File: src/rtl/mdu_iter_pkg.sv
// Shared definitions for the iterative RV32M multiply/divide unit:
// widths, funct3 op codes and FSM state encodings.
package mdu_iter_pkg;

    localparam int unsigned CPU_WIDTH      = 32;
    localparam int unsigned REG_ADDR_WIDTH = 5;

    typedef enum logic [2:0] {
        MduMul    = 3'b000,
        MduMulh   = 3'b001,
        MduMulhsu = 3'b010,
        MduMulhu  = 3'b011,
        MduDiv    = 3'b100,
        MduDivu   = 3'b101,
        MduRem    = 3'b110,
        MduRemu   = 3'b111
    } mdu_op_e;

    typedef enum logic [1:0] {
        MduIdle = 2'b00,
        MduCalc = 2'b01,
        MduDone = 2'b10
    } mdu_state_e;

endpackage

File: src/rtl/mdu_iter_if.sv
// Decode-side request and register-file write-back bundle for mdu_iter.
interface mdu_iter_if #(
    parameter int unsigned XLEN    = 32,
    parameter int unsigned RADDR_W = 5
);
    logic               start;
    logic [2:0]         funct3;
    logic [XLEN-1:0]    op_a;
    logic [XLEN-1:0]    op_b;
    logic [RADDR_W-1:0] rd_in;
    logic               flush;
    logic               busy;
    logic               result_valid;
    logic               wb_en;
    logic [RADDR_W-1:0] wb_addr;
    logic [XLEN-1:0]    wb_data;

    modport master (
        output start, funct3, op_a, op_b, rd_in, flush,
        input  busy, result_valid, wb_en, wb_addr, wb_data
    );

    modport slave (
        input  start, funct3, op_a, op_b, rd_in, flush,
        output busy, result_valid, wb_en, wb_addr, wb_data
    );
endinterface

File: src/rtl/mdu_step.sv
// One iteration of the shared datapath: shift-add multiply step or
// restoring divide step on unsigned magnitudes.
module mdu_step
    import mdu_iter_pkg::*;
#(
    parameter int unsigned XLEN = CPU_WIDTH
) (
    input  logic              mode_div,
    input  logic [2*XLEN-1:0] acc,
    input  logic [XLEN-1:0]   operand,
    output logic [2*XLEN-1:0] acc_next,
    output logic              q_bit
);

    logic [XLEN:0]   add_sum;
    logic [XLEN:0]   rem_shift;
    logic [XLEN-1:0] diff;
    logic            borrow;

    always_comb begin
        add_sum   = {1'b0, acc[2*XLEN-1:XLEN]} + (acc[0] ? {1'b0, operand} : '0);
        rem_shift = {acc[2*XLEN-1:XLEN], acc[XLEN-1]};
        borrow    = rem_shift < {1'b0, operand};
        // Without borrow the true difference is below operand, so XLEN bits suffice.
        diff      = rem_shift[XLEN-1:0] - operand;
        q_bit     = 1'b0;
        if (mode_div) begin
            q_bit    = ~borrow;
            acc_next = {(borrow ? rem_shift[XLEN-1:0] : diff), acc[XLEN-2:0], 1'b0};
        end else begin
            acc_next = {add_sum, acc[XLEN-1:1]};
        end
    end

endmodule

File: src/rtl/mdu_iter.sv
// Iterative RV32M multiply/divide unit with register-file write-back.
// Define MDU_FAST_MUL_EN to compute multiplies in a single cycle.
module mdu_iter
    import mdu_iter_pkg::*;
#(
    parameter int unsigned XLEN    = CPU_WIDTH,
    parameter int unsigned RADDR_W = REG_ADDR_WIDTH
) (
    input logic       clk,
    input logic       rstn,
    mdu_iter_if.slave bus
);

    localparam int unsigned   CW     = $clog2(XLEN);
    localparam logic [XLEN-1:0] IntMin = {1'b1, {(XLEN-1){1'b0}}};

    mdu_state_e         state;
    logic [2:0]         op_q;
    logic [RADDR_W-1:0] rd_q;
    logic [RADDR_W-1:0] wb_addr_q;
    logic [XLEN-1:0]    wb_data_q;
    logic [2*XLEN-1:0]  acc_q;
    logic [XLEN-1:0]    opd_q;
    logic [CW-1:0]      count_q;
    logic               neg_q;
    logic               busy_q;
    logic               rv_q;

    logic              a_signed, b_signed, a_neg, b_neg, is_div, special, neg_d;
    logic [XLEN-1:0]   a_mag, b_mag, special_val, div_sel, calc_res;
    logic [2*XLEN-1:0] step_acc, acc_fin, prod_fix;
    logic              step_q;

    always_comb begin
        a_signed = (bus.funct3 == MduMulh) || (bus.funct3 == MduMulhsu) ||
                   (bus.funct3 == MduDiv)  || (bus.funct3 == MduRem);
        b_signed = (bus.funct3 == MduMulh) || (bus.funct3 == MduDiv) ||
                   (bus.funct3 == MduRem);
        a_neg    = a_signed & bus.op_a[XLEN-1];
        b_neg    = b_signed & bus.op_b[XLEN-1];
        a_mag    = a_neg ? -bus.op_a : bus.op_a;
        b_mag    = b_neg ? -bus.op_b : bus.op_b;
        is_div   = bus.funct3[2];
        // Remainder follows the dividend; quotient and products follow the sign product.
        neg_d    = (bus.funct3 == MduRem) ? a_neg : (a_neg ^ b_neg);
        special  = 1'b0;
        special_val = '0;
        if (is_div && bus.op_b == '0) begin
            special     = 1'b1;
            special_val = bus.funct3[1] ? bus.op_a : '1;
        end else if (is_div && !bus.funct3[0] && bus.op_a == IntMin && bus.op_b == '1) begin
            special     = 1'b1;
            special_val = bus.funct3[1] ? '0 : IntMin;
        end
    end

    mdu_step #(
        .XLEN (XLEN)
    ) u_step (
        .mode_div (op_q[2]),
        .acc      (acc_q),
        .operand  (opd_q),
        .acc_next (step_acc),
        .q_bit    (step_q)
    );

    always_comb begin
        acc_fin  = {step_acc[2*XLEN-1:1], op_q[2] ? step_q : step_acc[0]};
        prod_fix = neg_q ? -acc_fin : acc_fin;
        div_sel  = op_q[1] ? acc_fin[2*XLEN-1:XLEN] : acc_fin[XLEN-1:0];
        if (op_q[2]) begin
            calc_res = neg_q ? -div_sel : div_sel;
        end else begin
            calc_res = (op_q == MduMul) ? prod_fix[XLEN-1:0] : prod_fix[2*XLEN-1:XLEN];
        end
    end

`ifdef MDU_FAST_MUL_EN
    logic [2*XLEN-1:0] fast_a, fast_b, fast_prod;
    logic [XLEN-1:0]   fast_res;
    always_comb begin
        fast_a    = {{XLEN{a_neg}}, bus.op_a};
        fast_b    = {{XLEN{b_neg}}, bus.op_b};
        fast_prod = fast_a * fast_b;
        fast_res  = (bus.funct3 == MduMul) ? fast_prod[XLEN-1:0] : fast_prod[2*XLEN-1:XLEN];
    end
`endif

    always_ff @(posedge clk or negedge rstn) begin
        if (!rstn) begin
            state     <= MduIdle;
            op_q      <= '0;
            rd_q      <= '0;
            wb_addr_q <= '0;
            wb_data_q <= '0;
            acc_q     <= '0;
            opd_q     <= '0;
            count_q   <= '0;
            neg_q     <= 1'b0;
            busy_q    <= 1'b0;
            rv_q      <= 1'b0;
        end else if (bus.flush) begin
            state  <= MduIdle;
            busy_q <= 1'b0;
            rv_q   <= 1'b0;
        end else begin
            unique case (state)
                MduIdle: begin
                    if (bus.start) begin
                        op_q    <= bus.funct3;
                        rd_q    <= bus.rd_in;
                        neg_q   <= neg_d;
                        acc_q   <= {{XLEN{1'b0}}, (is_div ? a_mag : b_mag)};
                        opd_q   <= is_div ? b_mag : a_mag;
                        count_q <= CW'(XLEN - 1);
                        busy_q  <= 1'b1;
                        if (special) begin
                            wb_data_q <= special_val;
                            wb_addr_q <= bus.rd_in;
                            rv_q      <= 1'b1;
                            state     <= MduDone;
`ifdef MDU_FAST_MUL_EN
                        end else if (!is_div) begin
                            wb_data_q <= fast_res;
                            wb_addr_q <= bus.rd_in;
                            rv_q      <= 1'b1;
                            state     <= MduDone;
`endif
                        end else begin
                            state <= MduCalc;
                        end
                    end
                end
                MduCalc: begin
                    acc_q <= acc_fin;
                    if (count_q == '0) begin
                        wb_data_q <= calc_res;
                        wb_addr_q <= rd_q;
                        rv_q      <= 1'b1;
                        state     <= MduDone;
                    end else begin
                        count_q <= count_q - CW'(1);
                    end
                end
                MduDone: begin
                    rv_q   <= 1'b0;
                    busy_q <= 1'b0;
                    state  <= MduIdle;
                end
                default: state <= MduIdle;
            endcase
        end
    end

    // A flush arriving in DONE must suppress the write that is already registered.
    assign bus.result_valid = rv_q & ~bus.flush;
    assign bus.wb_en        = rv_q & ~bus.flush;
    assign bus.busy         = busy_q;
    assign bus.wb_addr      = wb_addr_q;
    assign bus.wb_data      = wb_data_q;

endmodule

File: src/flat_wrapper.sv
// flat-port wrapper written by rule: the top's interface ports become plain ports
module mdu_iter_flat import mdu_iter_pkg::*;
#(
    parameter int unsigned XLEN    = CPU_WIDTH,
    parameter int unsigned RADDR_W = REG_ADDR_WIDTH
)
  (clk, rstn, bus_start, bus_funct3, bus_op_a, bus_op_b, bus_rd_in, bus_flush, bus_busy, bus_result_valid, bus_wb_en, bus_wb_addr, bus_wb_data);
  mdu_iter_if #(.XLEN(XLEN), .RADDR_W(RADDR_W)) bus_i ();
  input logic clk;
  input logic rstn;
  input wire logic [$bits(bus_i.start)-1:0] bus_start;
  input wire logic [$bits(bus_i.funct3)-1:0] bus_funct3;
  input wire logic [$bits(bus_i.op_a)-1:0] bus_op_a;
  input wire logic [$bits(bus_i.op_b)-1:0] bus_op_b;
  input wire logic [$bits(bus_i.rd_in)-1:0] bus_rd_in;
  input wire logic [$bits(bus_i.flush)-1:0] bus_flush;
  output wire logic [$bits(bus_i.busy)-1:0] bus_busy;
  output wire logic [$bits(bus_i.result_valid)-1:0] bus_result_valid;
  output wire logic [$bits(bus_i.wb_en)-1:0] bus_wb_en;
  output wire logic [$bits(bus_i.wb_addr)-1:0] bus_wb_addr;
  output wire logic [$bits(bus_i.wb_data)-1:0] bus_wb_data;
  assign bus_i.start = bus_start;
  assign bus_i.funct3 = bus_funct3;
  assign bus_i.op_a = bus_op_a;
  assign bus_i.op_b = bus_op_b;
  assign bus_i.rd_in = bus_rd_in;
  assign bus_i.flush = bus_flush;
  assign bus_busy = bus_i.busy;
  assign bus_result_valid = bus_i.result_valid;
  assign bus_wb_en = bus_i.wb_en;
  assign bus_wb_addr = bus_i.wb_addr;
  assign bus_wb_data = bus_i.wb_data;
  mdu_iter #(.XLEN(XLEN), .RADDR_W(RADDR_W)) u_core (.clk(clk), .rstn(rstn), .bus(bus_i));
endmodule
File: config.mk
export PLATFORM = sky130hd
export DESIGN_NAME = mdu_iter_flat
export DESIGN_NICKNAME = d
export VERILOG_FILES = /design/src/rtl/mdu_iter_pkg.sv /design/src/rtl/mdu_iter_if.sv /design/src/rtl/mdu_step.sv /design/src/rtl/mdu_iter.sv /design/src/flat_wrapper.sv
export SDC_FILE = /design/constraint.sdc
export NUM_CORES = 1
export LEC_CHECK = 0
export BUFFER_PORTS_ARGS = -buffer_cell sky130_fd_sc_hd__buf_4
export CELL_PAD_IN_SITES_DETAIL_PLACEMENT = 2
export CELL_PAD_IN_SITES_GLOBAL_PLACEMENT = 2
export CORE_MARGIN = 2
export CORE_UTILIZATION = 39
export DETAILED_ROUTE_END_ITERATION = 8
export GPL_TIMING_DRIVEN = 0
export PLACE_DENSITY_LB_ADDON = 0.25
export SETUP_SLACK_MARGIN = 0.1
export SYNTH_ARGS = -nofsm -noshare
export SYNTH_HDL_FRONTEND = slang
export SYNTH_SLANG_ARGS = --single-unit
File: constraint.sdc
create_clock -name clk -period 10 [get_ports clk]
set_clock_uncertainty 0.2 [all_clocks]
set_input_delay 2 -clock clk [delete_from_list [all_inputs] [get_ports clk]]
set_output_delay 2 -clock clk [all_outputs]
set_load 0.02 [all_outputs]
==> run_summary.xml <==
<?xml version="1.0" encoding="UTF-8"?>
<metrics>
  <group name="setup_path">
    <metric name="worstPathRequired" unit="ns">10.14</metric>
    <metric name="cp_max_fo" unit="">19</metric>
    <metric name="critical_path_at" unit="ns">10.00</metric>
    <metric name="criticalPathCategory" unit="">flop to flop</metric>
    <metric name="worst_r2r_startpoint" unit="">u_core.op_q[2]</metric>
    <metric name="startpoint_type" unit="">flop</metric>
    <metric name="worst_setup_path_startpoint" unit="">u_core.op_q[2]</metric>
    <metric name="end_kind" unit="">flop</metric>
  </group>
  <group name="synth">
    <metric name="synth-edff-count" unit="">0</metric>
    <metric name="syn-num-nets" unit="">2658</metric>
    <metric name="post_synth_inst_count" unit="">2506</metric>
    <metric name="total_of_flip_flops_plus_latches_after_synthesis" unit="">151</metric>
    <metric name="post_synthesis_instance_area" unit="sq um">18100</metric>
    <metric name="synthesis.yosys.warnings" unit="">0</metric>
    <metric name="synth-seq-area-share" unit="%">20.9</metric>
    <metric name="synth_ff_type" unit="">sky130_fd_sc_hd__dfrtp_1</metric>
    <metric name="ys_types" unit="">116</metric>
    <metric name="avgSynthCellArea" unit="sq um">7.23</metric>
    <metric name="synth_async_sr_flop_share" unit="%">100</metric>
  </group>
  <group name="floorplanning">
    <metric name="die_y" unit="um">220</metric>
    <metric name="top_level_ports" unit="">116</metric>
    <metric name="floorplan.die_area" unit="sq um">48200</metric>
    <metric name="die_x" unit="um">220</metric>
    <metric name="area_of_the_core_region" unit="sq um">45600</metric>
    <metric name="num_rows" unit="">78</metric>
    <metric name="initial_utilization" unit="%">39.8</metric>
  </group>
  <group name="pwr">
    <metric name="vdd_ir_drop_max" unit="mV">0.181</metric>
    <metric name="p_sw" unit="W">0.00586</metric>
    <metric name="total_power" unit="W">0.00916</metric>
    <metric name="clock_power_share" unit="%">7.9</metric>
    <metric name="logic_gate_share_of_total_power" unit="%">77.8</metric>
    <metric name="switching_share" unit="%">64.0</metric>
    <metric name="total_leakage_power" unit="nW">8.27</metric>
    <metric name="sequentialPowerShare" unit="%">14.3</metric>
    <metric name="p_int" unit="W">0.00330</metric>
    <metric name="pwr_density_cell" unit="nW/um^2">449</metric>
  </group>
  <group name="place">
    <metric name="place_ws" unit="ns">0.218</metric>
    <metric name="post-dp-hpwl" unit="um">93000</metric>
    <metric name="globalplace.congestion" unit="">1.05</metric>
    <metric name="port_buffers" unit="">112</metric>
    <metric name="post-place-cells" unit="">3220</metric>
    <metric name="dpl-instance-area" unit="sq um">19800</metric>
  </group>
  <group name="global_route">
    <metric name="grt_pass1_vias" unit="">24400</metric>
    <metric name="grt_pass1_wl" unit="um">168000</metric>
    <metric name="grt_max_degree" unit="">94</metric>
    <metric name="overflow" unit="">0</metric>
    <metric name="grt_antenna_before_repair" unit="">7</metric>
    <metric name="grtUsageTotal" unit="%">48.6</metric>
  </group>
  <group name="timing">
    <metric name="grt_setup_unrepaired" unit="">no</metric>
    <metric name="hold_violations" unit="">0</metric>
    <metric name="max_slew_margin" unit="%">5.04</metric>
    <metric name="tightestPinTransition" unit="ns">1.41</metric>
    <metric name="finalSetupViolations" unit="">0</metric>
    <metric name="period_utilisation_layout" unit="%">98.6</metric>
    <metric name="post_route_setup_slack" unit="ns">0.136</metric>
    <metric name="setup_tns" unit="ns">0</metric>
    <metric name="timing.fmax" unit="MHz">101</metric>
    <metric name="slew_violations" unit="">0</metric>
    <metric name="final.min_clock_period" unit="ns">9.86</metric>
  </group>
  <group name="clocking">
    <metric name="clk_pin_slew_worst_paths" unit="ns">0.08</metric>
    <metric name="cells_resized_by_post_cts_repair" unit="">0</metric>
    <metric name="postCtsSetupRepairBufs" unit="">0</metric>
    <metric name="cts.path.max_buffers" unit="">2</metric>
    <metric name="insertion_delay" unit="ns">0.51</metric>
    <metric name="cts_buffers" unit="">17</metric>
    <metric name="cts_max_level" unit="">4</metric>
    <metric name="cts.sink_count" unit="">151</metric>
    <metric name="tritoncts" unit="">built</metric>
    <metric name="ctsRootBufferMaster" unit="">sky130_fd_sc_hd__clkbuf_16</metric>
    <metric name="postCtsHoldBufs" unit="">0</metric>
  </group>
  <group name="finish">
    <metric name="nets" unit="">2792</metric>
    <metric name="post_route_cells_drive_above_1_share" unit="%">11.1</metric>
    <metric name="top_library_cells_by_usage_in_the_layout_fill_and_taps_aside" unit="">306 x sky130_fd_sc_hd__nand2_1, 274 x sky130_fd_sc_hd__nor2_1, 257 x sky130_fd_sc_hd__o21ai_0, 208 x sky130_fd_sc_hd__a21oi_1, 151 x sky130_fd_sc_hd__dfrtp_1</metric>
    <metric name="area_delta_synth_final" unit="%">12.6</metric>
    <metric name="layout.cell_area.non_filler" unit="sq um">20400</metric>
    <metric name="layout.cells.non_filler" unit="">3259</metric>
    <metric name="mostFrequentLayoutCell" unit="">sky130_fd_sc_hd__nand2_1</metric>
  </group>
  <group name="route">
    <metric name="first_pass_iters" unit="">5</metric>
    <metric name="drt-total-wl" unit="um">118000</metric>
    <metric name="routed_via_density" unit="">7.14</metric>
    <metric name="detailroute.via_count" unit="">23300</metric>
    <metric name="dr.first_iter.drc_count" unit="">2562</metric>
    <metric name="remaining_drc_errors" unit="">0</metric>
    <metric name="postRouteAntennaNets" unit="">0</metric>
    <metric name="wl_per_cell" unit="um">36.2</metric>
  </group>
  <group name="run_status">
    <metric name="run_status" unit="">complete, no violations</metric>
  </group>
  <group name="hold_path">
    <metric name="worstHoldStart" unit="">u_core.bus.wb_data[8]</metric>
    <metric name="holdCritPathClass" unit="">flop to flop</metric>
  </group>
  <group name="job">
    <metric name="drv.max_cap_violation_count" unit="">0</metric>
  </group>
</metrics>
==> worst max-delay path: stages, from the launching register on <==
cell and delay, ns:
sky130_fd_sc_hd__dfrtp_1 0.48, sky130_fd_sc_hd__clkbuf_8 0.23, sky130_fd_sc_hd__clkbuf_8 0.20, sky130_fd_sc_hd__clkbuf_1 0.68, sky130_fd_sc_hd__buf_1 0.74, sky130_fd_sc_hd__buf_1 0.85
sky130_fd_sc_hd__buf_2 0.49, sky130_fd_sc_hd__buf_2 0.69, sky130_fd_sc_hd__mux2i_1 0.68, sky130_fd_sc_hd__ha_1 0.37, sky130_fd_sc_hd__o211ai_1 0.38, sky130_fd_sc_hd__or2_2 0.43
sky130_fd_sc_hd__nor2_1 0.37, sky130_fd_sc_hd__nand3_1 0.21, sky130_fd_sc_hd__nor3_1 0.27, sky130_fd_sc_hd__nand2_1 0.38, sky130_fd_sc_hd__or4_4 0.58, sky130_fd_sc_hd__o41ai_1 0.49
sky130_fd_sc_hd__xor2_1 0.15, sky130_fd_sc_hd__o221ai_1 0.58, sky130_fd_sc_hd__o211ai_1 0.21
==> synthesized netlist by cell type (43+ instances only) <==
cell type	n	area, sq um
sky130_fd_sc_hd__nand2_1	306	1150
sky130_fd_sc_hd__nor2_1	274	1030
sky130_fd_sc_hd__o21ai_0	257	1290
sky130_fd_sc_hd__a21oi_1	208	1040
sky130_fd_sc_hd__dfrtp_1	151	3780
sky130_fd_sc_hd__clkbuf_1	108	405
sky130_fd_sc_hd__nor3_1	81	405
sky130_fd_sc_hd__xnor2_1	79	692
sky130_fd_sc_hd__ha_1	74	926
sky130_fd_sc_hd__inv_1	70	263
sky130_fd_sc_hd__xor2_1	68	596
sky130_fd_sc_hd__mux2i_1	48	480
sky130_fd_sc_hd__and2_1	45	282
sky130_fd_sc_hd__a211oi_1	43	323
==> cells by family (layout without fill, tap and decap cells) <==
group           Yosys count  in the layout  synth area share, %
flops                   151            151                 20.9
xor+xnor                147            147                 7.10
simple gates            958            958                 25.3
mux                      78             78                 4.52
other cells               0              6                    0
fa+ha+maj                76             76                 5.33
compound gates          866            866                 31.0
buf+inv                 230            377                 5.95
==> flip-flops by register name, indices dropped and copies added, names as in the netlist <==
register / flops
u_core.bus.wb_data: 32
u_core.neg_q: 1
u_core.count_q: 5
u_core.bus.busy: 1
u_core.acc_q: 64
u_core.bus.wb_addr: 5
u_core.state: 2
u_core.rd_q: 5
u_core.opd_q: 32
u_core.rv_q: 1
u_core.op_q: 3
==> per-stage QoR <==
stage	utilization, %	hold WS, ns
after floorplan	-	0.255
after global placement	43.3	0.269
after detailed placement	43.4	0.284
after CTS	44.7	0.305
after global routing	44.8	0.337
final	44.8	0.307
==> routing by layer <==
layer,track usage (%),part of all wire [%],vias to the layer above
li1,-,-,9450
met1,59.5,38,11800
met2,74.1,43,1492
met3,11.8,10,477
met4,36.1,8.1,0
met5,0,0,-
==> final timing paths <==
| check | cells after the start | slack, ns | to |
|---|---|---|---|
| setup / recovery | 20 | 0.14 | u_core.bus.wb_data[24] |
| hold / removal | 2 | 0.31 | u_core.bus.wb_data[8] |
| setup reg to reg | 20 | 0.14 | u_core.bus.wb_data[24] |
| hold reg to reg | 2 | 0.31 | u_core.bus.wb_data[8] |
| max in group asynchronous | 2 | 7.31 | u_core.opd_q[9] |
| min in group asynchronous | 1 | 1.29 | u_core.bus.wb_data[19] |
==> power by group through the flow <==
stage / Combinational (W) / Sequential (W) / Clock [W]
2_1_floorplan: 0.00403 / 0.00113 / 0
3_3_place_gp: 0.00630 / 0.00123 / 0
3_5_place_dp: 0.00665 / 0.00126 / 0
4_1_cts: 0.00675 / 0.00126 / 0.000719
5_1_grt: 0.00733 / 0.00130 / 0.000734
6_report: 0.00713 / 0.00131 / 0.000721
==> area by class of cell <==
cell class                 count  area [sq um]
antenna                        6          15.0
buffer                       157           805
clock buffer                  17           425
clock inverter                15           201
fill                        5349         25200
inverter                      72           270
multi-input combinational   2125         13300
sequential                   151          3780
tap                          600           751
timing repair buffer         116           890
Note: power is estimated with default switching activity, not from simulation.
